$ cat config.mk
export PLATFORM = sky130hd
export DESIGN_NAME = aes_inv_cntx_flat
export DESIGN_NICKNAME = d
export VERILOG_FILES = /design/src/rtl/aes_inv_cntx_if.sv /design/src/rtl/aes_inv_cntx.sv /design/src/flat_wrapper.sv
export SDC_FILE = /design/constraint.sdc
export NUM_CORES = 1
export LEC_CHECK = 0
export CORE_MARGIN = 2
export CORE_UTILIZATION = 45
export CTS_BUF_LIST = sky130_fd_sc_hd__clkbuf_2
export DETAILED_ROUTE_END_ITERATION = 10
export GPL_ROUTABILITY_DRIVEN = 0
export PLACE_DENSITY = 0.76
export SYNTH_ARGS = -nofsm -noshare
export SYNTH_HDL_FRONTEND = slang
export SYNTH_SLANG_ARGS = --single-unit
$ cat constraint.sdc
create_clock -name clk -period 1.9 [get_ports clk]
set_clock_uncertainty 0.15 [all_clocks]
set_input_delay 0.475 -clock clk [delete_from_list [all_inputs] [get_ports clk]]
set_output_delay 0.475 -clock clk [all_outputs]
set_load 0.005 [all_outputs]
$ cat src/rtl/aes_inv_cntx_if.sv
// Bus between the AES-128 inverse round controller and the AES core:
// the start request plus every step enable and status the controller drives.
interface aes_inv_cntx_if;
    logic       start;
    logic       accept;
    logic       ldKey;
    logic       ldData;
    logic [3:0] rndNo;
    logic       enbISB;
    logic       enbISR;
    logic       enbIMC;
    logic       enbAR;
    logic       enbKSF;
    logic       enbKSI;
    logic       busy;
    logic       done;

    // Controller side
    modport master (
        input  start,
        output accept, ldKey, ldData, rndNo,
        output enbISB, enbISR, enbIMC, enbAR, enbKSF, enbKSI,
        output busy, done
    );

    // Core / requester side
    modport slave (
        output start,
        input  accept, ldKey, ldData, rndNo,
        input  enbISB, enbISR, enbIMC, enbAR, enbKSF, enbKSI,
        input  busy, done
    );
endinterface

$ cat src/rtl/aes_inv_cntx.sv
// AES-128 inverse-cipher round sequencer. It optionally runs a forward
// key-expansion pass to reach round key NR, then walks the rounds down from
// NR to 0. Step enables are registered, decoded from the next state so that
// they line up with the state they belong to. rndNo is the counter itself:
// the counter holds 0 in IDLE and FINAL and NR in INIT, so no decode is needed.
module aes_inv_cntx #(
    parameter int NR        = 10,
    parameter bit SKIP_KEXP = 1'b0
) (
    input  logic          clk,
    input  logic          rstn,
    aes_inv_cntx_if.master bus
);
    typedef enum logic [2:0] {IDLE, KEXP, INIT, ROUND, FINAL} state_t;

    localparam logic [3:0] NR4 = 4'(NR);

    state_t     state, nState;
    logic [3:0] cnt, nCnt;
    logic       isb, isr, imc, ar, ksf, ksi, busyR, doneR;
    logic       acc;

    // Next-state and counter; a dropped start in any active state aborts to IDLE
    always_comb begin
        nState = state;
        nCnt   = cnt;
        if (state != IDLE && !bus.start) begin
            nState = IDLE;
            nCnt   = 4'd0;
        end else begin
            case (state)
                IDLE: begin
                    if (bus.start) begin
                        if (SKIP_KEXP) begin
                            nState = INIT;
                            nCnt   = NR4;
                        end else begin
                            nState = KEXP;
                            nCnt   = 4'd1;
                        end
                    end
                end
                KEXP: begin
                    if (cnt == NR4) begin
                        nState = INIT;
                    end else begin
                        nCnt = cnt + 4'd1;
                    end
                end
                INIT: begin
                    if (NR4 == 4'd1) begin
                        nState = FINAL;
                        nCnt   = 4'd0;
                    end else begin
                        nState = ROUND;
                        nCnt   = NR4 - 4'd1;
                    end
                end
                ROUND: begin
                    if (cnt == 4'd1) begin
                        nState = FINAL;
                        nCnt   = 4'd0;
                    end else begin
                        nCnt = cnt - 4'd1;
                    end
                end
                FINAL: begin
                    nState = IDLE;
                    nCnt   = 4'd0;
                end
                default: begin
                    nState = IDLE;
                    nCnt   = 4'd0;
                end
            endcase
        end
    end

    // State, counter and Moore outputs registered together
    always_ff @(posedge clk or negedge rstn) begin
        if (!rstn) begin
            state <= IDLE;
            cnt   <= 4'd0;
            isb   <= 1'b0;
            isr   <= 1'b0;
            imc   <= 1'b0;
            ar    <= 1'b0;
            ksf   <= 1'b0;
            ksi   <= 1'b0;
            busyR <= 1'b0;
            doneR <= 1'b0;
        end else begin
            state <= nState;
            cnt   <= nCnt;
            ksf   <= (nState == KEXP);
            ar    <= (nState == INIT) || (nState == ROUND) || (nState == FINAL);
            isr   <= (nState == ROUND) || (nState == FINAL);
            isb   <= (nState == ROUND) || (nState == FINAL);
            ksi   <= (nState == ROUND) || (nState == FINAL);
            imc   <= (nState == ROUND);
            busyR <= (nState != IDLE);
            doneR <= (nState == FINAL);
        end
    end

    // Only the load strobes see start combinationally, gated by idle
    assign acc        = (state == IDLE);
    assign bus.accept = acc;
    assign bus.ldKey  = acc & bus.start;
    assign bus.ldData = acc & bus.start;
    assign bus.rndNo  = cnt;
    assign bus.enbISB = isb;
    assign bus.enbISR = isr;
    assign bus.enbIMC = imc;
    assign bus.enbAR  = ar;
    assign bus.enbKSF = ksf;
    assign bus.enbKSI = ksi;
    assign bus.busy   = busyR;
    assign bus.done   = doneR;
endmodule

$ cat src/flat_wrapper.sv
// flat-port wrapper written by rule: the top's interface ports become plain ports
module aes_inv_cntx_flat 
#(
    parameter int NR        = 10,
    parameter bit SKIP_KEXP = 1'b0
)
  (clk, rstn, bus_start, bus_accept, bus_ldKey, bus_ldData, bus_rndNo, bus_enbISB, bus_enbISR, bus_enbIMC, bus_enbAR, bus_enbKSF, bus_enbKSI, bus_busy, bus_done);
  aes_inv_cntx_if bus_i ();
  input  logic clk;
  input  logic rstn;
  input wire logic [$bits(bus_i.start)-1:0] bus_start;
  output wire logic [$bits(bus_i.accept)-1:0] bus_accept;
  output wire logic [$bits(bus_i.ldKey)-1:0] bus_ldKey;
  output wire logic [$bits(bus_i.ldData)-1:0] bus_ldData;
  output wire logic [$bits(bus_i.rndNo)-1:0] bus_rndNo;
  output wire logic [$bits(bus_i.enbISB)-1:0] bus_enbISB;
  output wire logic [$bits(bus_i.enbISR)-1:0] bus_enbISR;
  output wire logic [$bits(bus_i.enbIMC)-1:0] bus_enbIMC;
  output wire logic [$bits(bus_i.enbAR)-1:0] bus_enbAR;
  output wire logic [$bits(bus_i.enbKSF)-1:0] bus_enbKSF;
  output wire logic [$bits(bus_i.enbKSI)-1:0] bus_enbKSI;
  output wire logic [$bits(bus_i.busy)-1:0] bus_busy;
  output wire logic [$bits(bus_i.done)-1:0] bus_done;
  assign bus_i.start = bus_start;
  assign bus_accept = bus_i.accept;
  assign bus_ldKey = bus_i.ldKey;
  assign bus_ldData = bus_i.ldData;
  assign bus_rndNo = bus_i.rndNo;
  assign bus_enbISB = bus_i.enbISB;
  assign bus_enbISR = bus_i.enbISR;
  assign bus_enbIMC = bus_i.enbIMC;
  assign bus_enbAR = bus_i.enbAR;
  assign bus_enbKSF = bus_i.enbKSF;
  assign bus_enbKSI = bus_i.enbKSI;
  assign bus_busy = bus_i.busy;
  assign bus_done = bus_i.done;
  aes_inv_cntx #(.NR(NR), .SKIP_KEXP(SKIP_KEXP)) u_core (.clk(clk), .rstn(rstn), .bus(bus_i));
endmodule
# Word-level counts from Yosys, hierarchy flattened
# Index checks and enable logic that the tools add are counted.
# Widths: inputs -> output; s select.
totals:
  elab_cells: 41
  in_bits: 3
  reg_bits: 13
  output_inout_bits: 15
classes:
  mux: 10
  bitwise_logic: 1
  reduce_logical: 9
  n_addsub: 2
  n_eq_ne: 11
op_table:
  columns: ["operator", "count"]
  rows:
  - ["$mux 4", 4]
  - ["$pmux 4 s4", 1]
  - ["$eq 3x2->1 const B", 4]
  - ["$mux 3", 4]
  - ["$pmux 3 s4", 1]
  - ["$eq 3x1->1 const B", 2]
  - ["$reduce_bool 3->1", 2]
  - ["$add 4x1->4 const B", 1]
  - ["$eq 4x1->1 const B", 1]
  - ["$eq 4x4->1 const B", 1]
  - ["$sub 4x1->4 const B", 1]
  - ["$eq 3x3->1 const B", 1]
  - ["$logic_not 3->1", 1]
  - ["$logic_or 1x1->1", 3]
  - ["$ne 3x2->1 const B", 1]
  - ["$ne 3x3->1 const B", 1]
  - ["$reduce_and 2->1", 1]
  - ["$and 1x1->1", 1]
  - ["$logic_and 1x1->1", 1]
  - ["$logic_not 1->1", 1]

# Depth between registers and ports, before layout
# Gate-level depths: netlist (run 1).
logic_depth:
  ltp_word: 7
  mapped_depth: 6
  ltp_nobuf: 6

# Worst setup path after synthesis (run 1)
# No wires, ideal clock.
synth_path:
  path_kind: "reg-to-reg"
  startpoint: "reg u_core.cnt[1], in the netlist u_core.bus.rndNo[1]"
  endpoint: "reg u_core.cnt[3], in the netlist u_core.bus.rndNo[3]"
  synth_period_minus_slack_ns: 1.827
  arrival_time_ns: 1.582
  path_slack_ns: 0.073
  stages_incl_launch_ff: 7
  path_cell_list: "dfrtp_1 > inv_1 > ha_1 > or4_1 > o21ai_1 > a211oi_1 > o31ai_1"
synth_between:
  elab_chain_len: 4
  word_cells_on_any_way: 10
  cone_classes: "add/sub (2); eq/ne (3); mux (4); reduce/logical (1)"
synth_lines:
  columns: ["element", "line", "text"]
  rows:
  - ["start, declared", "aes_inv_cntx.sv:19", "logic [3:0] cnt, nCnt;"]
  - ["start signal, assigned", "aes_inv_cntx.sv:94", "cnt <= nCnt;"]
  - ["$sub 4x1->4 (tied with other cells)", "aes_inv_cntx.sv:64", "nCnt = cnt - 4'd1;"]
  - ["$mux 4, on equally long branches", "aes_inv_cntx.sv:60, aes_inv_cntx.sv:44", null]
  - ["$pmux 4 s4", "aes_inv_cntx.sv:31", "case (state)"]
  - ["$mux 4", "aes_inv_cntx.sv:27", "if (state != IDLE && !bus.start) begin"]
# Several ways; a longest one is shown, not always the timed one. The select of a mux whose other input is x is not followed.
# A chain may end at the register's enable or synchronous reset.

# Worst setup path after layout (run 1)
layout_path:
  startpoint: "reg u_core.state[2]"
  endpoint: "out bus_ldData"
layout_between:
  elab_chain_len: 2
layout_lines:
  columns: ["element", "line", "text"]
  rows:
  - ["start, declared", "aes_inv_cntx.sv:18", "state_t state, nState;"]
  - ["start signal, assigned", "aes_inv_cntx.sv:93", "state <= nState;"]
  - ["$logic_not 3->1", "aes_inv_cntx.sv:107", "assign acc = (state == IDLE);"]
  - ["$and 1x1->1", "aes_inv_cntx.sv:110", "assign bus.ldData = acc & bus.start;"]
  - ["end, declared", "flat_wrapper.sv:14", "output wire logic [$bits(bus_i.ldData)-1:0] bus_ldData;"]
# No other way between the ends.

==> reports/qor_table.md, run 1 <==
| Result | Reported |
|:---|:---|
| Average detailed-routed wire length per instance | 13.9 um |
| Clock latency at the later pin of the worst-skew pair | 0.27 ns |
| Commonest non-fill, non-tap cell in the layout | sky130_fd_sc_hd__buf_4 |
| Setup-failing EPs final | 0 |
| Routed vias | 692 |
| Overall routing resource usage | 18.7% |
| Basic-gate share of the synthesized area counting and, or, nand and nor cells | 22.8% |
| Final-layout fill cell count | 114 |
| Post-cts hold buffer count | 0 |
| TritonCTS clock tree | yes |
| Placed cell areas | 998 um^2 |
| Path category of the worst min-delay check | input pin to asynchronous set/reset pin |
| Data arrival time of the critical path | 1.24 ns |
| Chain of cells forming the critical path | nor3_4, and2_4, buf_6 |
| Post-synthesis share of cell area spent on xor and xnor gates | 0% |
| Fin Setup TNS | 0 ns |
| Crit start category | flip-flop |
| Synthesis-to-finish area growth | 41.3% |
| Most instantiated flip-flop cell in the synthesis netlist | sky130_fd_sc_hd__dfrtp_1 |
| Required time reported for the critical path endpoint | 1.27 ns |
| Final count of hold timing violations | 0 |
| Max-slew violation count | 0 |
| Vertical extent of the die | 45.3 um |
| Post-Syn Nets | 90 |
| CTS root buffer | sky130_fd_sc_hd__clkbuf_2 |
| Count of clock tree sinks | 13 |
| Finished Cell Area | 1080 um^2 |
| Mean instance size in the synthesized netlist | 9.24 um^2 |
| Final critical-path share of the clock period | 98.2% |
| Maximum number of pins on one net before global-route repair | 17 |
| Share of cells above drive strength 1 | 28.9% |
| Routed vias/inst | 5.32 |
| Slew at the pin closest to its max-slew limit | 0.242 ns |
| I/O Pins | 18 |
| DRC violation count after routing | 0 |
| Worst vdd ir | 0.458 mV |
| Core area | 1560 um^2 |
| Share of cell area taken by muxes after synthesis | 0% |
| DR iter-0 viols | 9 |
| Unrepaired setup endpoints after global routing | yes |
| Number of H-tree levels | 1 |
| Synthesized flop and latch total | 13 |
| Number of antenna diodes | 0 |
| CTS Buffer Depth | 2 |
| Async set-reset flop share out of synthesis | 100% |
| Crit-path slowest cell | sky130_fd_sc_hd__dfrtp_1 |
| First-pass GRT wire length | 2680 um |
| Row count | 14 |
| HPWL reported at the end of detailed placement | 1190 um |
| Power per cell area | 593 nW/um^2 |
| Global-route congestion overflow total | 0 |
| Number of antenna violations at the first check in global routing | 0 |
| Minimum clock period | 1.86 ns |
| Max-Cap Viols | 0 |
| Worst stage delay on the critical path | 0.44 ns |
| Type of the setup path with the least slack | flip-flop to output port |
| Input/output buffers | 17 |
| Total routed wirelength | 1800 um |
| Yosys synthesis warning count | 0 |
| Leakage dissipation | 0.512 nW |
| Layout net count | 122 |
| Number of synthesized flops with an enable pin | 0 |
| Total standard cell area after synthesis | 767 um^2 |
| Number of global-route vias before repair | 620 |
| Portion of the post-synthesis area used by sequential elements | 42.4% |
| First drt pass iteration count | 4 |
| Die ar. | 2050 um^2 |
| Most used cells in the layout excluding fill and tap cells | sky130_fd_sc_hd__buf_4 (16), sky130_fd_sc_hd__clkdlybuf4s50_1 (12), sky130_fd_sc_hd__dfrtp_1 (12) |
| Post-route core utilization | 69.5% |
| Distinct cell type count of the synthesized netlist | 28 |
| Die extent in x | 45.3 um |
| Dominant combinational cell family by area after synthesis | simple AND/OR/NAND/NOR gates |
| Compound-cell area share of the yosys netlist | 17.9% |
| Largest fanout on the critical path | 2 |
| Worst slew margin relative to its limit | 83.8% |
| Worst-path clk slew | 0.13 ns |
| Count of mapped cells out of synthesis | 83 |
| Status | finished clean |
| Area share of fa/ha/maj cells after synthesis | 6.53% |
| Maximum achievable frequency | 0.536 GHz |
| TritonCTS Buffers | 3 |
| CP endpoint kind | output port |
| Antenna Nets Post-Route | 0 |
| Initial Util | 49.2% |
==> state kept, by name (all words and copies together), names as in the netlist <==
name,cells
u_core.bus.rndNo,4
u_core.state,3
u_core.bus.enbISB,1
u_core.bus.done,1
u_core.bus.enbAR,1
u_core.bus.busy,1
u_core.bus.enbKSF,1
u_core.bus.enbIMC,1
==> cells by family (layout without fill, tap and decap cells) <==
kind of cell,Yosys count,after routing
simple gates,32,32
compound gates,21,21
flops,13,13
buf+inv,13,44
fa+ha+maj,4,4
==> worst paths after layout <==
kind / startpoint / endpoint / slack [ns] / cells past startpoint
worst min register to register: u_core.bus.rndNo[1] / u_core.bus.rndNo[1] / 0.52 / 2
worst min-delay path: rstn / u_core.bus.done / 0.35 / 2
worst max-delay path: u_core.state[2] / bus_ldData / 0.04 / 3
min in group clk: u_core.bus.rndNo[1] / u_core.bus.rndNo[1] / 0.52 / 2
worst max register to register: u_core.bus.rndNo[0] / u_core.bus.rndNo[3] / 0.06 / 5
max in group asynchronous: rstn / u_core.bus.rndNo[2] / 1.08 / 2
==> where the power goes <==
group	internal, mW	total (mW)	leakage [nW]	switching (mW)
sequential	0.290	0.299	0.169	0.00894
clock	0.0559	0.143	0.0166	0.0870
combinational	0.108	0.201	0.326	0.0933
total	0.454	0.643	0.512	0.189
==> worst max-delay path, delay by kind of cell, from the launching register on <==
| family | cells | cell delay [ns] |
|---|---|---|
| buffers and inverters | 1 | 0.09 |
| DFF | 1 | 0.44 |
| and+or+nand+nor | 2 | 0.44 |
==> routing by layer <==
| layer | share of wire, % | track usage (%) |
|---|---|---|
| met5 | 0 | 0 |
| met4 | 1.1 | 3.53 |
| met3 | 5.5 | 7.60 |
| met1 | 44 | 23.6 |
| met2 | 50 | 30.3 |
==> cell usage after synthesis, types with 2 or more instances <==
master	n	area, um^2
sky130_fd_sc_hd__o21ai_0	4	20.0
sky130_fd_sc_hd__o21a_1	2	15.0
sky130_fd_sc_hd__nand2_1	5	18.8
sky130_fd_sc_hd__nor3_1	3	15.0
sky130_fd_sc_hd__nand3b_1	5	37.5
sky130_fd_sc_hd__o211ai_1	2	15.0
sky130_fd_sc_hd__nor2_1	9	33.8
sky130_fd_sc_hd__buf_4	6	45.0
sky130_fd_sc_hd__a31oi_1	2	12.5
sky130_fd_sc_hd__nor2b_1	2	12.5
sky130_fd_sc_hd__inv_1	6	22.5
sky130_fd_sc_hd__ha_1	4	50.1
sky130_fd_sc_hd__and2_1	2	12.5
sky130_fd_sc_hd__dfrtp_1	13	325
sky130_fd_sc_hd__nand2b_1	2	12.5
sky130_fd_sc_hd__a21oi_1	4	20.0
==> metrics by stage <==
stage	instances	hold WS (ns)	total power [mW]	worst slack [ns]
2_1_floorplan	83	0.0294	0.397	0.0726
3_3_place_gp	122	0.447	0.474	-0.299
3_5_place_dp	122	0.453	0.479	-0.335
4_1_cts	130	0.339	0.627	0.0173
5_1_grt	130	0.323	0.680	-0.0481
6_report	130	0.346	0.643	0.0350
==> repair_timing <==
item / CTS / global route
setup buffers: 5 / 1
setup endpoints to repair: 6 / 4
gates resized for setup: 17 / 9
pin swaps: 2 / 6
==> area by class of cell <==
class	count	area, um^2	area share, %
tap	16	20.0	1.85
sequential	13	327	30.1
clock buffer	4	20.0	1.85
multi-input combinational	57	392	36.1
inverter	6	22.5	2.08
timing repair buffer	34	303	27.9
Note: power is estimated with default switching activity, not from simulation.
==> run 2, diff against run 1 <==
--- a/config.mk
+++ b/config.mk
@@ -7,7 +7,7 @@
 export LEC_CHECK = 0
 export CORE_MARGIN = 2
 export CORE_UTILIZATION = 45
-export CTS_BUF_LIST = sky130_fd_sc_hd__clkbuf_2
+export CTS_BUF_LIST = sky130_fd_sc_hd__clkbuf_8
 export DETAILED_ROUTE_END_ITERATION = 10
 export GPL_ROUTABILITY_DRIVEN = 0
 export PLACE_DENSITY = 0.76
==> constraint.sdc (replaced) <==
create_clock -name clk -period 1.6 [get_ports clk]
set_clock_uncertainty 0.15 [all_clocks]
set_input_delay 0.4 -clock clk [delete_from_list [all_inputs] [get_ports clk]]
set_output_delay 0.4 -clock clk [all_outputs]
set_load 0.005 [all_outputs]
==> run 2 against run 1 <==
Against the previous run:
- die area unchanged
- critical path type is now flip-flop to flip-flop
- first-iteration DRC count increased by 67%
- setup slack got worse by 0.20 ns
- largest power group unchanged
- the run now ends with setup timing left
==> reports/qor_table.md, run 2 (synthesis gave the netlist of run 1 again) <==
| Result | Reported | Delta |
|:---|:---|:---|
| Status | finished with violations | was finished clean |
| Violations in the final reports | setup timing |  |
| DRC violation count after routing | 0 | unchanged |
| Die ar. | 2050 um^2 | unchanged |
| Global-route congestion overflow total | 0 | unchanged |
| Overall routing resource usage | 22.0% | was 18.7% |
| Count of clock tree sinks | 13 | unchanged |
| Post-route core utilization | 76.4% | was 69.5% |
| Number of global-route vias before repair | 755 | was 620 |
| Final critical-path share of the clock period | 110% |  |
| Worst slew margin relative to its limit | 85.3% | was 83.8% |
| Final count of hold timing violations | 0 | unchanged |
| Finished Cell Area | 1190 um^2 | was 1080 um^2 |
| Core area | 1560 um^2 | unchanged |
| Most used cells in the layout excluding fill and tap cells | sky130_fd_sc_hd__buf_4 (24), sky130_fd_sc_hd__dlygate4sd2_1 (11), sky130_fd_sc_hd__dfrtp_1 (11) | was sky130_fd_sc_hd__buf_4 (16), sky130_fd_sc_hd__clkdlybuf4s50_1 (12), sky130_fd_sc_hd__dfrtp_1 (12) |
| Routed vias | 743 | was 692 |
| Fin Setup TNS | -0.835 ns | was 0 ns |
| Type of the setup path with the least slack | flip-flop to flip-flop | was flip-flop to output port |
| Maximum number of pins on one net before global-route repair | 17 | unchanged |
| First-pass GRT wire length | 3200 um | was 2680 um |
| Setup-failing EPs final | 13 | was 0 |
| Layout net count | 133 | was 122 |
| Min Hold Slack | 0.302 ns | was 0.346 ns |
| Max-Cap Viols | 0 | unchanged |
| Number of antenna diodes | 0 | unchanged |
| Placed cell areas | 1080 um^2 | was 998 um^2 |
| Minimum clock period | 1.76 ns |  |
| Leakage dissipation | 0.608 nW | was 0.512 nW |
| Required time reported for the critical path endpoint | 1.60 ns | was 1.27 ns |
| GR Util met1 | 25.2% | was 23.6% |
| I/O Pins | 18 | unchanged |
| Launch instance of the worst register-to-register path | u_core.bus.rndNo[0] | unchanged |
| GR peak layer | met2 | unchanged |
| Synthesis-to-finish area growth | 55.3% | was 41.3% |
| CP endpoint kind | flip-flop | was output port |
| Worst-path clk slew | 0.05 ns | was 0.13 ns |
| Number of H-tree levels | 1 | unchanged |
| Antenna Nets Post-Route | 0 | unchanged |
| TritonCTS clock tree | yes | unchanged |
| Worst vdd ir | 0.661 mV | was 0.458 mV |
| Die extent in x | 45.3 um | unchanged |
| M3 GR Usage | 8.00% | was 7.60% |
| Unrepaired setup endpoints after global routing | yes | unchanged |
| CTS root buffer | sky130_fd_sc_hd__clkbuf_8 | was sky130_fd_sc_hd__clkbuf_2 |
| TritonCTS Buffers | 3 | unchanged |
| First drt pass iteration count | 4 | unchanged |
| FF-to-FF setup slack | -0.16 ns | was 0.06 ns |
| DR iter-0 viols | 15 | was 9 |
| Total routed wirelength | 2010 um | was 1800 um |
| Final-layout fill cell count | 107 | was 114 |
| Input/output buffers | 17 | unchanged |
| Routed vias/inst | 5.27 | was 5.32 |
| Commonest non-fill, non-tap cell in the layout | sky130_fd_sc_hd__buf_4 | unchanged |
| Reg2Reg Capture Point | u_core.bus.rndNo[3] | unchanged |
| Vertical extent of the die | 45.3 um | unchanged |
| Worst setup slack after layout | -0.161 ns | was 0.0350 ns |
| Max-slew violation count | 0 | unchanged |
| Initial Util | 49.2% | unchanged |
| CTS Buffer Depth | 2 | unchanged |
| Crit start category | flip-flop | unchanged |
| Largest fanout on the critical path | 3 | was 2 |
| Data arrival time of the critical path | 1.76 ns | was 1.24 ns |
| Share of cells above drive strength 1 | 40.8% | was 28.9% |
| Maximum achievable frequency | 0.568 GHz |  |
| Max reg flops | 4 | unchanged |
| Row count | 14 | unchanged |
| Power per cell area | 778 nW/um^2 | was 593 nW/um^2 |
| Number of antenna violations at the first check in global routing | 0 | unchanged |
| Clock latency at the later pin of the worst-skew pair | 0.24 ns | was 0.27 ns |
| GR Layer Usage met2 | 36.6% | was 30.3% |
| Path category of the worst min-delay check | input pin to asynchronous set/reset pin | unchanged |
| Post-cts hold buffer count | 0 | unchanged |
| Slew at the pin closest to its max-slew limit | 0.219 ns | was 0.242 ns |
| Worst R2R Path Depth | 5 | unchanged |
| Average detailed-routed wire length per instance | 14.3 um | was 13.9 um |
[run 2: report_power, final]
group          internal, mW  leakage [nW]  switching (mW)  total [mW]
Sequential            0.347         0.168          0.0110       0.358
Clock                 0.169        0.0269           0.114       0.283
Combinational         0.156         0.412           0.130       0.286
[run 2: critical path, stage by stage (launching register included)]
cell                       delay [ns]
sky130_fd_sc_hd__dfrtp_2         0.41
sky130_fd_sc_hd__ha_2            0.19
sky130_fd_sc_hd__or4_1           0.47
sky130_fd_sc_hd__o21ai_1         0.13
sky130_fd_sc_hd__a211oi_1        0.08
sky130_fd_sc_hd__o31ai_1         0.22
[run 2: layer usage]
layer	wire, um	share of wire [%]	vias to the layer above
met4	33	1.6	0
met1	917	46	355
met3	81	4.0	5
met2	981	49	16
li1	-	-	367
met5	0	0	-
[run 2: repair_timing]
action,CTS,global route
pin swaps,6,3
setup endpoints to repair,23,15
resized for setup,43,2
buffers inserted,6,0
[run 2: layout make-up]
type	count	area, um^2	share of cell area (%)
flip-flops and latches	13	328	27.5
multi-input cells	57	408	34.2
repair buffers	45	368	30.9
clock inverters	1	3.75	0.315
inverters	6	22.5	1.89
clock buffers	3	41.3	3.47
well taps	16	20.0	1.68
[run 2: worst max path at each step]
| stage | start | to | slack [ns] |
|---|---|---|---|
| after floorplan | u_core.bus.rndNo[1] | u_core.bus.rndNo[3] | -0.1 |
| after global placement | bus_start | bus_ldData | -0.45 |
| after detailed placement | bus_start | bus_ldKey | -0.47 |
| after CTS | u_core.bus.rndNo[0] | u_core.bus.rndNo[3] | -0.16 |
| after global routing | u_core.bus.rndNo[0] | u_core.bus.rndNo[3] | -0.23 |
| final | u_core.bus.rndNo[0] | u_core.bus.rndNo[3] | -0.16 |
[run 2: through the flow]
stage / power [mW] / cells / setup slack, ns
3_5_place_dp: 0.606 / 131 / -0.471
3_3_place_gp: 0.599 / 131 / -0.448
4_1_cts: 0.922 / 141 / -0.159
5_1_grt: 0.965 / 141 / -0.230
2_1_floorplan: 0.475 / 83 / -0.0955
6_report: 0.926 / 141 / -0.161
